[src/rtl/rgb_fade_scheduler_if.sv]
// Temperature sample handshake between a sensor front-end (master) and the
// RGB fade scheduler (slave).
interface rgb_fade_scheduler_if;
  logic       temp_valid;
  logic       temp_sign;
  logic [7:0] temp_mag;
  logic       temp_ready;

  modport master (output temp_valid, output temp_sign, output temp_mag, input temp_ready);
  modport slave  (input temp_valid, input temp_sign, input temp_mag, output temp_ready);
endinterface

[src/rtl/rgb_fade_scheduler.sv]
// RGB status LED sequencer: maps temperature samples to a colour band and duty,
// fades out/in across colour changes, drives glitch-free PWM.
module rgb_fade_scheduler #(
  parameter int PWM_BITS   = 8,
  parameter int STEP_DIV   = 50000,
  parameter int DUTY_SHIFT = 3
) (
  input  logic                  clk,
  input  logic                  reset,
  rgb_fade_scheduler_if.slave   temp_if,
  output logic                  R,
  output logic                  G,
  output logic                  B,
  output logic                  busy,
  output logic [PWM_BITS-1:0]   cur_duty
);
  localparam int SCW = (STEP_DIV > 1) ? $clog2(STEP_DIV) : 1;
  localparam int TW  = 10 + DUTY_SHIFT;
  localparam int CW  = (TW > PWM_BITS) ? TW : PWM_BITS;
  localparam logic [PWM_BITS-1:0] DUTY_MAX  = '1;
  localparam logic [SCW-1:0]      STEP_LAST = SCW'(STEP_DIV - 1);

  typedef enum logic [2:0] {
    S_IDLE     = 3'd0,
    S_FADE_OUT = 3'd1,
    S_SWITCH   = 3'd2,
    S_FADE_IN  = 3'd3,
    S_HOLD     = 3'd4
  } state_t;

  state_t              state, state_n;
  logic [PWM_BITS-1:0] cur_n, tgt_duty, tgt_n, act_duty, ramp;
  logic [2:0]          mask, mask_n, new_mask, new_mask_n;
  logic [PWM_BITS-1:0] pwm_cnt;
  logic [SCW-1:0]      step_cnt;
  logic                tick, accept;

  // ---------------- band map ----------------
  logic [2:0]          band_mask;
  logic [7:0]          band_base;
  logic [TW-1:0]       tgt_raw;
  logic [PWM_BITS-1:0] band_tgt;

  always_comb begin
    band_mask = 3'b011;
    band_base = 8'd0;
    if (temp_if.temp_sign && temp_if.temp_mag != 8'd0) begin
      if (temp_if.temp_mag < 8'd20) begin
        band_mask = 3'b001; band_base = 8'd0;
      end else begin
        band_mask = 3'b111; band_base = 8'd20;
      end
    end else if (temp_if.temp_mag < 8'd20) begin
      band_mask = 3'b011; band_base = 8'd0;
    end else if (temp_if.temp_mag < 8'd40) begin
      band_mask = 3'b110; band_base = 8'd20;
    end else if (temp_if.temp_mag < 8'd60) begin
      band_mask = 3'b010; band_base = 8'd40;
    end else if (temp_if.temp_mag < 8'd80) begin
      band_mask = 3'b101; band_base = 8'd60;
    end else begin
      band_mask = 3'b100; band_base = 8'd80;
    end
  end

  // Wide enough that (255+2) << DUTY_SHIFT never wraps before saturation.
  assign tgt_raw  = (TW'(temp_if.temp_mag - band_base) + TW'(2)) << DUTY_SHIFT;
  assign band_tgt = (CW'(tgt_raw) > CW'(DUTY_MAX)) ? DUTY_MAX : PWM_BITS'(tgt_raw);

  // ---------------- step tick ----------------
  assign tick = (step_cnt == STEP_LAST);

  always_ff @(posedge clk or negedge reset) begin
    if (!reset)    step_cnt <= '0;
    else if (tick) step_cnt <= '0;
    else           step_cnt <= step_cnt + SCW'(1);
  end

  // ---------------- handshake / status ----------------
  assign temp_if.temp_ready = (state == S_IDLE) || (state == S_HOLD) || (state == S_FADE_IN);
  assign accept             = temp_if.temp_valid && temp_if.temp_ready;
  assign busy               = !((state == S_IDLE) || (state == S_HOLD));

  assign ramp = (cur_duty < tgt_duty) ? cur_duty + PWM_BITS'(1) :
                (cur_duty > tgt_duty) ? cur_duty - PWM_BITS'(1) : cur_duty;

  // ---------------- sequencer ----------------
  always_ff @(posedge clk or negedge reset) begin
    if (!reset) begin
      state    <= S_IDLE;
      cur_duty <= '0;
      tgt_duty <= '0;
      mask     <= 3'b000;
      new_mask <= 3'b000;
    end else begin
      state    <= state_n;
      cur_duty <= cur_n;
      tgt_duty <= tgt_n;
      mask     <= mask_n;
      new_mask <= new_mask_n;
    end
  end

  // An accept always wins over a coincident tick: the ramp simply waits one step.
  always_comb begin
    state_n    = state;
    cur_n      = cur_duty;
    tgt_n      = tgt_duty;
    mask_n     = mask;
    new_mask_n = new_mask;
    case (state)
      S_IDLE, S_HOLD, S_FADE_IN: begin
        if (accept) begin
          new_mask_n = band_mask;
          tgt_n      = band_tgt;
          if (band_mask == mask || mask == 3'b000) begin
            mask_n  = band_mask;
            state_n = S_FADE_IN;
          end else begin
            state_n = S_FADE_OUT;
          end
        end else if (state == S_FADE_IN) begin
          if (tick) cur_n = ramp;
          if (cur_n == tgt_duty) state_n = S_HOLD;
        end
      end
      S_FADE_OUT: begin
        // Wait for the zero to actually reach the PWM before swapping colours.
        if (cur_duty == '0 && act_duty == '0) state_n = S_SWITCH;
        else if (tick && cur_duty != '0)      cur_n   = cur_duty - PWM_BITS'(1);
      end
      S_SWITCH: begin
        mask_n  = new_mask;
        state_n = S_FADE_IN;
      end
      default: state_n = S_IDLE;
    endcase
  end

  // ---------------- PWM ----------------
  always_ff @(posedge clk or negedge reset) begin
    if (!reset) begin
      pwm_cnt   <= '0;
      act_duty  <= '0;
      {R, G, B} <= 3'b000;
    end else begin
      pwm_cnt   <= pwm_cnt + PWM_BITS'(1);
      if (pwm_cnt == DUTY_MAX) act_duty <= cur_duty;
      {R, G, B} <= mask & {3{pwm_cnt < act_duty}};
    end
  end
endmodule
[src/flat_wrapper.sv]
// flat-port wrapper written by rule: the top's interface ports become plain ports
module rgb_fade_scheduler_flat 
#(
  parameter int PWM_BITS   = 8,
  parameter int STEP_DIV   = 50000,
  parameter int DUTY_SHIFT = 3
)
  (clk, reset, R, G, B, busy, cur_duty, temp_if_temp_valid, temp_if_temp_sign, temp_if_temp_mag, temp_if_temp_ready);
  rgb_fade_scheduler_if temp_if_i ();
  input  logic clk;
  input  logic reset;
  output logic R;
  output logic G;
  output logic B;
  output logic busy;
  output logic [PWM_BITS-1:0] cur_duty;
  input wire logic [$bits(temp_if_i.temp_valid)-1:0] temp_if_temp_valid;
  input wire logic [$bits(temp_if_i.temp_sign)-1:0] temp_if_temp_sign;
  input wire logic [$bits(temp_if_i.temp_mag)-1:0] temp_if_temp_mag;
  output wire logic [$bits(temp_if_i.temp_ready)-1:0] temp_if_temp_ready;
  assign temp_if_i.temp_valid = temp_if_temp_valid;
  assign temp_if_i.temp_sign = temp_if_temp_sign;
  assign temp_if_i.temp_mag = temp_if_temp_mag;
  assign temp_if_temp_ready = temp_if_i.temp_ready;
  rgb_fade_scheduler #(.PWM_BITS(PWM_BITS), .STEP_DIV(STEP_DIV), .DUTY_SHIFT(DUTY_SHIFT)) u_core (.clk(clk), .reset(reset), .temp_if(temp_if_i), .R(R), .G(G), .B(B), .busy(busy), .cur_duty(cur_duty));
endmodule
[config.mk]
export PLATFORM = sky130hd
export DESIGN_NAME = rgb_fade_scheduler_flat
export DESIGN_NICKNAME = d
export VERILOG_FILES = /design/src/rtl/rgb_fade_scheduler_if.sv /design/src/rtl/rgb_fade_scheduler.sv /design/src/flat_wrapper.sv
export SDC_FILE = /design/constraint.sdc
export NUM_CORES = 1
export LEC_CHECK = 0
export BUFFER_PORTS_ARGS = -buffer_cell sky130_fd_sc_hd__clkbuf_2
export CAP_MARGIN = 20
export CORE_MARGIN = 2
export CORE_UTILIZATION = 60
export DETAILED_ROUTE_END_ITERATION = 10
export PLACE_DENSITY_LB_ADDON = 0.08
export SYNTH_ARGS = -nofsm -noshare
export SYNTH_HDL_FRONTEND = slang
export SYNTH_SLANG_ARGS = --single-unit
[constraint.sdc]
create_clock -name clk -period 8.8 [get_ports clk]
set_input_delay 1.32 -clock clk [delete_from_list [all_inputs] [get_ports clk]]
set_output_delay 1.32 -clock clk [all_outputs]
set_load 0.02 [all_outputs]
==> impl_summary.txt, run 1 <==
----------------------------------------------------
[Worst setup path]
  Worst setup path class ... in -> reg
  Highest net fanout along the worst path ... 9
  Endpoint class of the critical path ... flop
  Slowest library cell on the worst path ... o21ai_0
  Required @ worst endpoint ... 8.98 ns
  CP startpoint kind ... input pin
  Delay contributed by the slowest stage of the critical path ... 0.56 ns
  Cell chain of the critical path ... clkbuf_2 > o21ai_0 > nor2_1 > o21ai_0 > ha_1 > a21o_1 > a21o_1 > xor2_1 > nand2_1 > nor2_1 > o21ai_0 > o21ai_0 > a22oi_1
  Most frequent cell on the critical path ... o21ai_0
  Arrival time of data at the critical path endpoint ... 4.02 ns

[Die]
  Die area ... 7520 um2
  Die width ... 86.7 um
  Row count ... 30
  Area of the placeable core ... 6720 um2
  I/O pin total ... 25
  Die Y ... 86.7 um
  Starting density of the core ... 61.1%

[Power and ir drop]
  Net switching power ... 494 uW
  Internal power summed over all cells ... 682 uW
  Portion of total power attributed to sequential cells ... 33.7%
  Switch share ... 42.0%
  Combinational Power Share ... 39.6%
  VDD IR-drop max ... 0.163 mV
  Clock network power share ... 26.7%
  Power Density ... 261 nW/um2
  Leakage component of the power ... 0.00203 uW

[Logic synthesis]
  Sequential-to-total area share from yosys stat ... 35.3%
  Synthesized area divided by synthesized cell count ... 8.74 um2
  Net Count, Synth ... 509
  Post-synthesis mux area share ... 2.38%
  Synthesis Warnings ... 0
  Number of different library cells in the post-synthesis netlist ... 69
  Number of instances in the synthesized netlist ... 470
  Share of flip-flops with an asynchronous set or reset ... 100%
  Top flip-flop cell by instance count after synthesis ... dfrtp_1
  Main area contributors after synthesis ... dfrtp_1 35%, ha_1 7.9%, nor2_1 4.3%
  Synthesized-area fraction occupied by ao, oa, aoi and oai cells ... 20.3%
  Basic-gate share of the synthesized area counting and, or, nand and nor cells ... 22.3%
  Adder and majority gate portion of the synthesized area ... 8.41%
  Largest family of logic cells by synthesized area ... simple AND/OR/NAND/NOR gates
  Xor and xnor area share after synthesis ... 6.83%
  Synth Register Bits ... 58
  Share of the synthesized area in the top cell type ... 35.3%
  Cell area after technology mapping ... 4110 um2
  Library cell occupying the most area in the post-synthesis netlist ... dfrtp_1
  EDFF count, synth ... 0

[STA]
  Worst Clk Skew ... 0.0129 ns
  Slew at the pin closest to its max-slew limit ... 0.752 ns
  Number of failing setup endpoints in the final timing report ... 0
  Highest clock frequency the design can meet ... 260 MHz
  Unrepaired setup endpoints after global routing ... false
  Number of failing hold endpoints at the final stage ... 0
  Setup_tns ... 0 ns
  Final critical delay including setup and external delays ... 3.84 ns
  Fraction of the cycle the final worst path needs ... 43.6%
  Slew HR ... 49.8%
  Fin. max-slew vios ... 0

[Detailed routing]
  Remaining DRCs ... 0
  Wirelength, routed ... 9370 um
  Drt via density ... 6.19
  Vias after detailed routing ... 3547
  Detailed Route Iter0 Violations ... 266
  Routed wire per std cell ... 16.4 um
  Remaining number of nets flagged by the antenna check after routing ... 0
  Number of detailed-routing iterations run before antenna repair ... 6

[Job]
  Maximum Capacitance Violations ... 0

[Global routing]
  GR Overflow Total ... 0
  Wire length of the first global-routing pass ... 16000 um
  Maximum number of pins on one net before global-route repair ... 59
  Via count of the first global-routing pass ... 3371
  Global-route total usage across every layer ... 27.0%
  Initial antenna violation count ... 0

[Clock network]
  Quantity of gates resized following cts ... 0
  Clock root cell ... clkbuf_8
  Setup fix buffers added after clock tree synthesis ... 0
  Worst skew pair latency ... 0.36 ns
  CTS tree ... built
  Clock sink total ... 58
  Deepest clock path buffer count ... 2
  Num CTS Buffers ... 9
  Post-CTS Hold Fix Bufs ... 0
  Clk slew on worst S/H paths ... 0.07 ns
  Number of H-tree branching levels ... 3

[Status]
  Outcome ... completed

[Cells and area]
  Final standard cell utilization of the core ... 67.0%
  Layout area overhead ... 9.57%
  Final antenna diode count ... 0
  Number of nets in the layout ... 527
  # fillers ... 562
  Fraction of final layout cells with drive strength greater than 1 ... 12.6%

[Placement]
  Buffers on Ports ... 24
  Final Wtd Congestion ... 0.886
  Hpwl dp ... 6560 um

[Worst hold path]
  Path type of the worst min-delay path ... reg -> reg

----------------------------------------------------
-- metal layers --
layer  wire length (um)  global-route usage, %
met2               4390                   42.9
met3                476                   5.05
met1               4330                   37.2
met5                  0                      0
met4                180                   9.52
-- placed cells by master (no fill, tap or decap), types with 3 or more instances in the layout --
master      n
nand3_1    29
o211ai_1    5
a22oi_1     5
o21a_1      3
xor2_1     16
inv_1      26
clkbuf_8    9
mux2i_1     3
o21ai_0    34
dfrtp_1    58
mux2_1      3
or3_1       7
o21bai_1    4
and4_1      4
clkbuf_2   24
nor3_1     10
and2_1      7
xnor2_1    16
a31oi_1     5
nand2_1    35
nor4_1      4
nor2_1     47
nand4_1     4
ha_1       26
mux2_2      3
a21o_1     13
a21oi_1    26
bufinv_16   3
nand2b_1    4
and3_1      9
-- Yosys cell counts, types with 2 or more instances --
| library cell | instances |
|---|---|
| nor2_1 | 47 |
| a22o_1 | 2 |
| mux2_2 | 3 |
| a21o_1 | 13 |
| o21ba_2 | 2 |
| mux2_1 | 3 |
| nor3_1 | 10 |
| inv_1 | 26 |
| nand3_1 | 29 |
| dfrtp_1 | 58 |
| nor4_1 | 4 |
| xnor2_1 | 16 |
| and3_1 | 9 |
| o21bai_1 | 4 |
| o2111ai_1 | 2 |
| o211ai_1 | 5 |
| buf_6 | 2 |
| o21ai_1 | 2 |
| or2_2 | 2 |
| a22oi_1 | 5 |
| or3_1 | 7 |
| and4_1 | 4 |
| a21oi_1 | 26 |
| o221a_2 | 2 |
| mux2i_1 | 3 |
| clkbuf_1 | 15 |
| xor2_1 | 16 |
| a211oi_1 | 2 |
| ha_1 | 26 |
| a31oi_1 | 5 |
| o21ai_0 | 34 |
| o21a_1 | 3 |
| nand4_1 | 4 |
| nand2_1 | 35 |
| and2_1 | 7 |
| nand2b_1 | 4 |
-- final timing paths --
kind,cells past startpoint,endpoint,slack (ns),startpoint
max,13,u_core.tgt_duty[3]$_DFFE_PN0P_,4.96,temp_if_temp_mag[3]
min,1,u_core.step_cnt[0]$_DFF_PN0_,0.45,u_core.step_cnt[0]$_DFF_PN0_
max reg2reg,11,u_core.state[1]$_DFFE_PN0P_,5.13,u_core.cur_duty[0]$_DFFE_PN0P_
min reg2reg,1,u_core.step_cnt[0]$_DFF_PN0_,0.45,u_core.step_cnt[0]$_DFF_PN0_
max in group asynchronous,2,u_core.tgt_duty[5]$_DFFE_PN0P_,7.21,reset
min in group asynchronous,2,u_core.step_cnt[9]$_DFF_PN0_,1.08,reset
-- critical path: cells and delay by family --
kind,cells,cell delay [ns]
xor gates and xnor gates,1,0.17
buffers and inverters,1,0.16
adders and majority gates,1,0.32
AOI/OAI and AO/OA,7,1.78
and+or+nand+nor,3,0.26
-- logic make-up after synthesis --
group,after synthesis
adders and majority gates,27
AOI/OAI and AO/OA,123
muxes,9
DFF,58
xor gates and xnor gates,32
and+or+nand+nor,177
buffers and inverters,44
-- state kept, by name (all words and copies together), names as in the netlist, 3 cells and up --
name	count
u_core.tgt_duty	6
u_core.state	3
u_core.mask	3
u_core.cur_duty	8
u_core.pwm_cnt	8
u_core.step_cnt	16
u_core.act_duty	8
u_core.new_mask	3
-- per-stage QoR --
stage	instances	power [uW]	setup WS (ns)	area (um2)	hold WS, ns
after CTS	573	1170	4.98	4500	0.454
after detailed placement	557	859	4.62	4250	0.442
final	573	1180	4.96	4500	0.452
after global routing	573	1260	4.63	4500	0.499
after global placement	557	846	4.72	4250	0.436
after floorplan	470	741	5.19	4110	0.425
-- final cells by class --
type,instances,area [um2],share of cell area [%]
clock inverters,7,125,2.78
well taps,80,100,2.22
inverters,26,97.6,2.17
multi-input cells,368,2470,55.0
clock buffers,9,124,2.75
repair buffers,25,128,2.84
flip-flops and latches,58,1450,32.3
-- power by group through the flow --
stage	Sequential, uW	Clock (uW)	Combinational [uW]
5_1_grt	404	329	528
3_3_place_gp	396	0	450
4_1_cts	393	317	464
3_5_place_dp	398	0	460
6_report	396	314	465
2_1_floorplan	372	0	369
Power figures use the tool's default switching activity.
==> run 2, diff against run 1 <==
==> constraint.sdc (replaced) <==
create_clock -name clk -period 3.7 [get_ports clk]
set_input_delay 0.555 -clock clk [delete_from_list [all_inputs] [get_ports clk]]
set_output_delay 0.555 -clock clk [all_outputs]
set_load 0.02 [all_outputs]
==> impl_summary.txt, run 2 (synthesis gave the netlist of run 1 again) <==
----------------------------------------------------
[Worst setup path]
  Highest net fanout along the worst path ... 9 (unchanged)
  Reg-to-reg endpoint ... u_core.state[1]$_DFFE_PN0P_ (unchanged)
  Register-to-register path setup slack ... 0.24 ns (was 5.13 ns)
  Required @ worst endpoint ... 3.92 ns (was 8.98 ns)
  Endpoint class of the critical path ... flop (unchanged)
  Worst setup path class ... reg -> reg (was in -> reg)
  Crit Reg-Reg Startpoint ... u_core.tgt_duty[2]$_DFFE_PN0P_ (was u_core.cur_duty[0]$_DFFE_PN0P_)
  Arrival time of data at the critical path endpoint ... 3.69 ns (was 4.02 ns)
  CP startpoint kind ... flop (was input pin)
  Worst reg2reg path depth ... 11 (unchanged)

[Power and ir drop]
  VDD IR-drop max ... 0.335 mV (was 0.163 mV)
  Leakage component of the power ... 0.00204 uW (was 0.00203 uW)
  Power Density ... 595 nW/um2 (was 261 nW/um2)
  Total power draw ... 2680 uW (was 1180 uW)

[Global routing]
  Via count of the first global-routing pass ... 3451 (was 3371)
  Initial antenna violation count ... 0 (unchanged)
  Wire length of the first global-routing pass ... 16300 um (was 16000 um)
  Maximum number of pins on one net before global-route repair ... 27 (was 59)
  GR Overflow Total ... 0 (unchanged)
  Global-route total usage across every layer ... 27.4% (was 27.0%)

[Detailed routing]
  Wirelength, routed ... 9700 um (was 9370 um)
  Routed wire per std cell ... 16.6 um (was 16.4 um)
  Remaining DRCs ... 0 (unchanged)
  Vias after detailed routing ... 3650 (was 3547)
  Drt via density ... 6.25 (was 6.19)
  Detailed Route Iter0 Violations ... 337 (was 266)
  Remaining number of nets flagged by the antenna check after routing ... 0 (unchanged)
  Number of detailed-routing iterations run before antenna repair ... 5 (was 6)

[Cells and area]
  Most frequent cells in the layout ... 58 x dfrtp_1, 47 x nor2_1, 35 x nand2_1, 34 x o21ai_0, 29 x nand3_1 (unchanged)
  FF+latch area ... 1450 um2 (unchanged)
  Layout area overhead ... 9.90% (was 9.57%)
  Combined area of the multi-input logic cells ... 2470 um2 (unchanged)
  Number of nets in the layout ... 538 (was 527)
  Fraction of final layout cells with drive strength greater than 1 ... 14.5% (was 12.6%)
  # fillers ... 557 (was 562)
  Most common cell after layout, fill and taps aside ... dfrtp_1 (unchanged)
  Final antenna diode count ... 0 (unchanged)
  Reg with most FFs ... u_core.step_cnt (unchanged)
  Flip-flop count of the largest register after layout ... 16 (unchanged)

[Status]
  Outcome ... completed (unchanged)

[Clock network]
  Number of H-tree branching levels ... 3 (unchanged)
  Post-CTS Hold Fix Bufs ... 0 (unchanged)
  CTS tree ... built (unchanged)
  Clock root cell ... clkbuf_8 (unchanged)
  Clock sink total ... 58 (unchanged)
  Num CTS Buffers ... 9 (unchanged)
  Worst skew pair latency ... 0.35 ns (was 0.36 ns)
  Setup fix buffers added after clock tree synthesis ... 0 (unchanged)
  Clk slew on worst S/H paths ... 0.08 ns (was 0.07 ns)
  Quantity of gates resized following cts ... 0 (unchanged)
  Deepest clock path buffer count ... 2 (unchanged)

[STA]
  Worst Clk Skew ... 0.0174 ns (was 0.0129 ns)
  Highest clock frequency the design can meet ... 289 MHz
  Slew HR ... 49.8% (about the same)
  Fin. max-slew vios ... 0 (unchanged)
  PnR worst setup slack ... 0.239 ns (was 4.96 ns)
  Number of failing setup endpoints in the final timing report ... 0 (unchanged)
  Number of failing hold endpoints at the final stage ... 0 (unchanged)
  Unrepaired setup endpoints after global routing ... false (unchanged)
  Final critical delay including setup and external delays ... 3.46 ns
  Setup_tns ... 0 ns (unchanged)
  Slew at the pin closest to its max-slew limit ... 0.751 ns (was 0.752 ns)
  Fraction of the cycle the final worst path needs ... 93.6%

[Die]
  Area of the placeable core ... 6720 um2 (unchanged)
  Starting density of the core ... 61.1% (unchanged)
  Die width ... 86.7 um (unchanged)
  Die Y ... 86.7 um (unchanged)
  Row count ... 30 (unchanged)
  Die area ... 7520 um2 (unchanged)
  I/O pin total ... 25 (unchanged)

[Placement]
  Buffers on Ports ... 24 (unchanged)
  Hpwl dp ... 7160 um (was 6560 um)
  Post-placement setup slack ... 0.357 ns (was 4.62 ns)
  Final Wtd Congestion ... 0.981 (was 0.886)

[Worst hold path]
  Path type of the worst min-delay path ... in -> async (was reg -> reg)

[Job]
  Maximum Capacitance Violations ... 0 (unchanged)

----------------------------------------------------
run 2: worst max path at each step:
stage | start | end | depth (start not counted)
floorplan | u_core.cur_duty[0]$_DFFE_PN0P_ | u_core.state[1]$_DFFE_PN0P_ | 12
global placement | u_core.cur_duty[2]$_DFFE_PN0P_ | u_core.state[1]$_DFFE_PN0P_ | 10
detailed placement | u_core.tgt_duty[2]$_DFFE_PN0P_ | u_core.state[1]$_DFFE_PN0P_ | 11
CTS | u_core.tgt_duty[2]$_DFFE_PN0P_ | u_core.state[1]$_DFFE_PN0P_ | 11
global route | u_core.tgt_duty[2]$_DFFE_PN0P_ | u_core.state[1]$_DFFE_PN0P_ | 11
finish | u_core.tgt_duty[2]$_DFFE_PN0P_ | u_core.state[1]$_DFFE_PN0P_ | 11
run 2: cell type report:
class | instances | area share [%]
clock inverters | 6 | 0.943
repair buffers | 36 | 4.66
clock buffers | 10 | 3.05
multi-input cells | 368 | 54.8
inverters | 26 | 2.16
well taps | 80 | 2.22
flip-flops and latches | 58 | 32.2
run 2: critical path: stages (launching register included):
cell,delay [ns]
dfrtp_1,0.44
inv_1,0.10
ha_1,0.33
and2b_1,0.15
o21ai_2,0.09
a21oi_1,0.58
nor3_2,0.10
o21a_1,0.23
or4_4,0.53
a2111oi_4,0.38
nand3_1,0.18
a31o_1,0.25
run 2: metrics by stage:
step	hold slack, ns	instances	utilization [%]	area [um2]
2_1_floorplan	0.259	470	-	4110
3_3_place_gp	0.442	568	64.5	4330
3_5_place_dp	0.465	568	64.5	4330
4_1_cts	0.244	584	67.2	4510
5_1_grt	0.278	584	67.2	4510
6_report	0.224	584	67.2	4510
run 2: report_power, final:
group	switching, uW	total (uW)	internal (uW)
Clock	278	539	261
Combinational	823	1300	477
Sequential	109	845	736
run 2: routing by layer:
layer	share of wire, %	up-vias	wire, um	track usage, %
li1	-	1741	-	-
met3	6.0	29	584	3.62
met5	0	-	0	0
met1	45	1725	4360	37.6
met2	46	155	4440	42.7
met4	3.2	0	315	13.6
==> run 3, diff against run 2 <==
--- a/config.mk
+++ b/config.mk
@@ -8,7 +8,8 @@
 export BUFFER_PORTS_ARGS = -buffer_cell sky130_fd_sc_hd__clkbuf_2
 export CAP_MARGIN = 20
 export CORE_MARGIN = 2
-export CORE_UTILIZATION = 60
+export CORE_UTILIZATION = 62
+export CTS_CLUSTER_SIZE = 10
 export DETAILED_ROUTE_END_ITERATION = 10
 export PLACE_DENSITY_LB_ADDON = 0.08
 export SYNTH_ARGS = -nofsm -noshare
==> impl_summary.txt, run 3 (synthesis gave the netlist of run 1 again) <==
----------------------------------------------------
[Worst setup path]
  Arrival time of data at the critical path endpoint ... 3.66 ns (was 3.69 ns)
  CP startpoint kind ... flop (unchanged)
  Highest net fanout along the worst path ... 11 (was 9)
  Required @ worst endpoint ... 3.93 ns (was 3.92 ns)
  Endpoint class of the critical path ... flop (unchanged)
  Worst setup path class ... reg -> reg (unchanged)

[Global routing]
  GR Overflow Total ... 0 (unchanged)
  Most congested layer reported by global routing ... met2 (unchanged)
  Met1 track utilization from global routing ... 37.3% (was 37.6%)
  Initial antenna violation count ... 0 (unchanged)
  Maximum number of pins on one net before global-route repair ... 44 (was 27)
  Wire length of the first global-routing pass ... 15800 um (was 16300 um)
  Global-route total usage across every layer ... 27.6% (was 27.4%)
  Global-route met2 utilization ... 42.3% (was 42.7%)
  Via count of the first global-routing pass ... 3367 (was 3451)
  Met3 global-route usage ... 6.42% (was 3.62%)

[Die]
  Row count ... 29 (was 30)
  Area of the placeable core ... 6390 um2 (was 6720 um2)
  Die Y ... 85.4 um (was 86.7 um)
  Die width ... 85.4 um (was 86.7 um)
  Die area ... 7290 um2 (was 7520 um2)
  Starting density of the core ... 64.3% (was 61.1%)
  I/O pin total ... 25 (unchanged)

[STA]
  Unrepaired setup endpoints after global routing ... false (unchanged)
  Number of failing hold endpoints at the final stage ... 0 (unchanged)
  Setup_tns ... 0 ns (unchanged)
  Slew HR ... 51.3% (was 49.8%)
  Number of failing setup endpoints in the final timing report ... 0 (unchanged)
  PnR worst setup slack ... 0.268 ns (was 0.239 ns)
  Highest clock frequency the design can meet ... 291 MHz (was 289 MHz)
  Worst Clk Skew ... 0.0117 ns (was 0.0174 ns)
  Hold_ws ... 0.129 ns (was 0.224 ns)
  Fin. max-slew vios ... 0 (unchanged)
  Slew at the pin closest to its max-slew limit ... 0.725 ns (was 0.751 ns)
  Fraction of the cycle the final worst path needs ... 92.7% (was 93.6%)
  Final critical delay including setup and external delays ... 3.43 ns (was 3.46 ns)

[Placement]
  Post-placement setup slack ... 0.313 ns (was 0.357 ns)
  Final Wtd Congestion ... 1.02 (was 0.981)
  Hpwl dp ... 7020 um (was 7160 um)
  Buffers on Ports ... 24 (unchanged)
  Placed instance area ... 4340 um2 (was 4330 um2)

[Cells and area]
  Most common cell after layout, fill and taps aside ... dfrtp_1 (unchanged)
  Number of nets in the layout ... 540 (was 538)
  Most frequent cells in the layout ... 58 x dfrtp_1, 47 x nor2_1, 35 x nand2_1, 34 x o21ai_0, 29 x nand3_1 (unchanged)
  Layout area overhead ... 10.7% (was 9.90%)
  Flip-flop count of the largest register after layout ... 16 (unchanged)
  Layout Cell Area excl Fill ... 4550 um2 (was 4510 um2)
  Final antenna diode count ... 0 (unchanged)
  Fraction of final layout cells with drive strength greater than 1 ... 14.8% (was 14.5%)
  Reg with most FFs ... u_core.step_cnt (unchanged)

[Clock network]
  Clock sink total ... 58 (unchanged)
  Num CTS Buffers ... 9 (unchanged)
  Deepest clock path buffer count ... 2 (unchanged)
  Clk slew on worst S/H paths ... 0.07 ns (was 0.08 ns)
  Worst skew pair latency ... 0.34 ns (was 0.35 ns)
  CTS tree ... built (unchanged)
  Number of H-tree branching levels ... 3 (unchanged)
  Post-CTS Hold Fix Bufs ... 0 (unchanged)
  Quantity of gates resized following cts ... 0 (unchanged)
  Setup fix buffers added after clock tree synthesis ... 0 (unchanged)
  Clock root cell ... clkbuf_8 (unchanged)

[Worst hold path]
  Path type of the worst min-delay path ... in -> async (unchanged)

[Detailed routing]
  Vias after detailed routing ... 3614 (was 3650)
  Remaining number of nets flagged by the antenna check after routing ... 0 (unchanged)
  Detailed Route Iter0 Violations ... 221 (was 337)
  Wirelength, routed ... 9410 um (was 9700 um)
  Remaining DRCs ... 0 (unchanged)
  Number of detailed-routing iterations run before antenna repair ... 5 (unchanged)
  Routed wire per std cell ... 16.1 um (was 16.6 um)
  Drt via density ... 6.20 (was 6.25)

[Power and ir drop]
  Total power draw ... 2700 uW (was 2680 uW)
  Power Density ... 593 nW/um2 (was 595 nW/um2)
  Leakage component of the power ... 0.00206 uW (was 0.00204 uW)
  VDD IR-drop max ... 0.555 mV (was 0.335 mV)

[Status]
  Outcome ... completed (unchanged)

[Job]
  Maximum Capacitance Violations ... 0 (unchanged)

----------------------------------------------------
-- run 3: changes by cell type in the layout (fill, tap and decap cells not counted) --
| cell | delta |
|---|---|
| buf_12 | +1 |
| buf_4 | +1 |
| clkbuf_8 | +2 |
| clkinv_4 | -2 |
-- run 3: critical path, cell delays in order (launching register included) --
cell       delay, ns
dfrtp_1         0.50
ha_1            0.39
and2b_1         0.15
o21ai_2         0.09
a21oi_1         0.53
nor3_2          0.12
o21a_1          0.22
or4_4           0.53
a2111oi_4       0.38
nand3_1         0.17
a31o_1          0.25
-- run 3: final cells by class --
type                            instances  area, um2
Multi-Input combinational cell        368       2470
Clock inverter                          4       25.0
Inverter                               26       97.6
Fill cell                             495       1840
Clock buffer                           12        165
Sequential cell                        58       1450
Tap cell                               77       96.3
Timing Repair Buffer                   38        238
-- run 3: final timing paths --
| check | start | depth (start not counted) | to | slack, ns |
|---|---|---|---|---|
| worst max-delay path | u_core.cur_duty[1]$_DFFE_PN0P_ | 10 | u_core.state[1]$_DFFE_PN0P_ | 0.27 |
| worst min-delay path | reset | 1 | u_core.step_cnt[12]$_DFF_PN0_ | 0.13 |
| worst max register to register | u_core.cur_duty[1]$_DFFE_PN0P_ | 10 | u_core.state[1]$_DFFE_PN0P_ | 0.27 |
| worst min register to register | u_core.step_cnt[0]$_DFF_PN0_ | 1 | u_core.step_cnt[0]$_DFF_PN0_ | 0.47 |
| max in group asynchronous | reset | 3 | u_core.pwm_cnt[5]$_DFF_PN0_ | 2.78 |
| min in group clk | temp_if_temp_mag[1] | 2 | u_core.tgt_duty[4]$_DFFE_PN0P_ | 0.45 |
-- run 3: routing by layer --
metal  part of all wire, %  vias up
met5                     0        -
li1                      -     1748
met2                    47      125
met4                   3.3        0
met1                    45     1710
met3                   5.5       31
-- run 3: through the flow --
step                      util, %  cells
after detailed placement     67.9    566
after global routing         71.2    583
after floorplan                 -    470
after CTS                    70.9    582
after global placement       67.9    566
final                        71.2    583
-- run 3: report_power, final --
part	internal (uW)	leakage, uW	switching [uW]
Combinational	491	0.00125	805
Sequential	736	0.000714	109
Clock	295	0.0000944	259
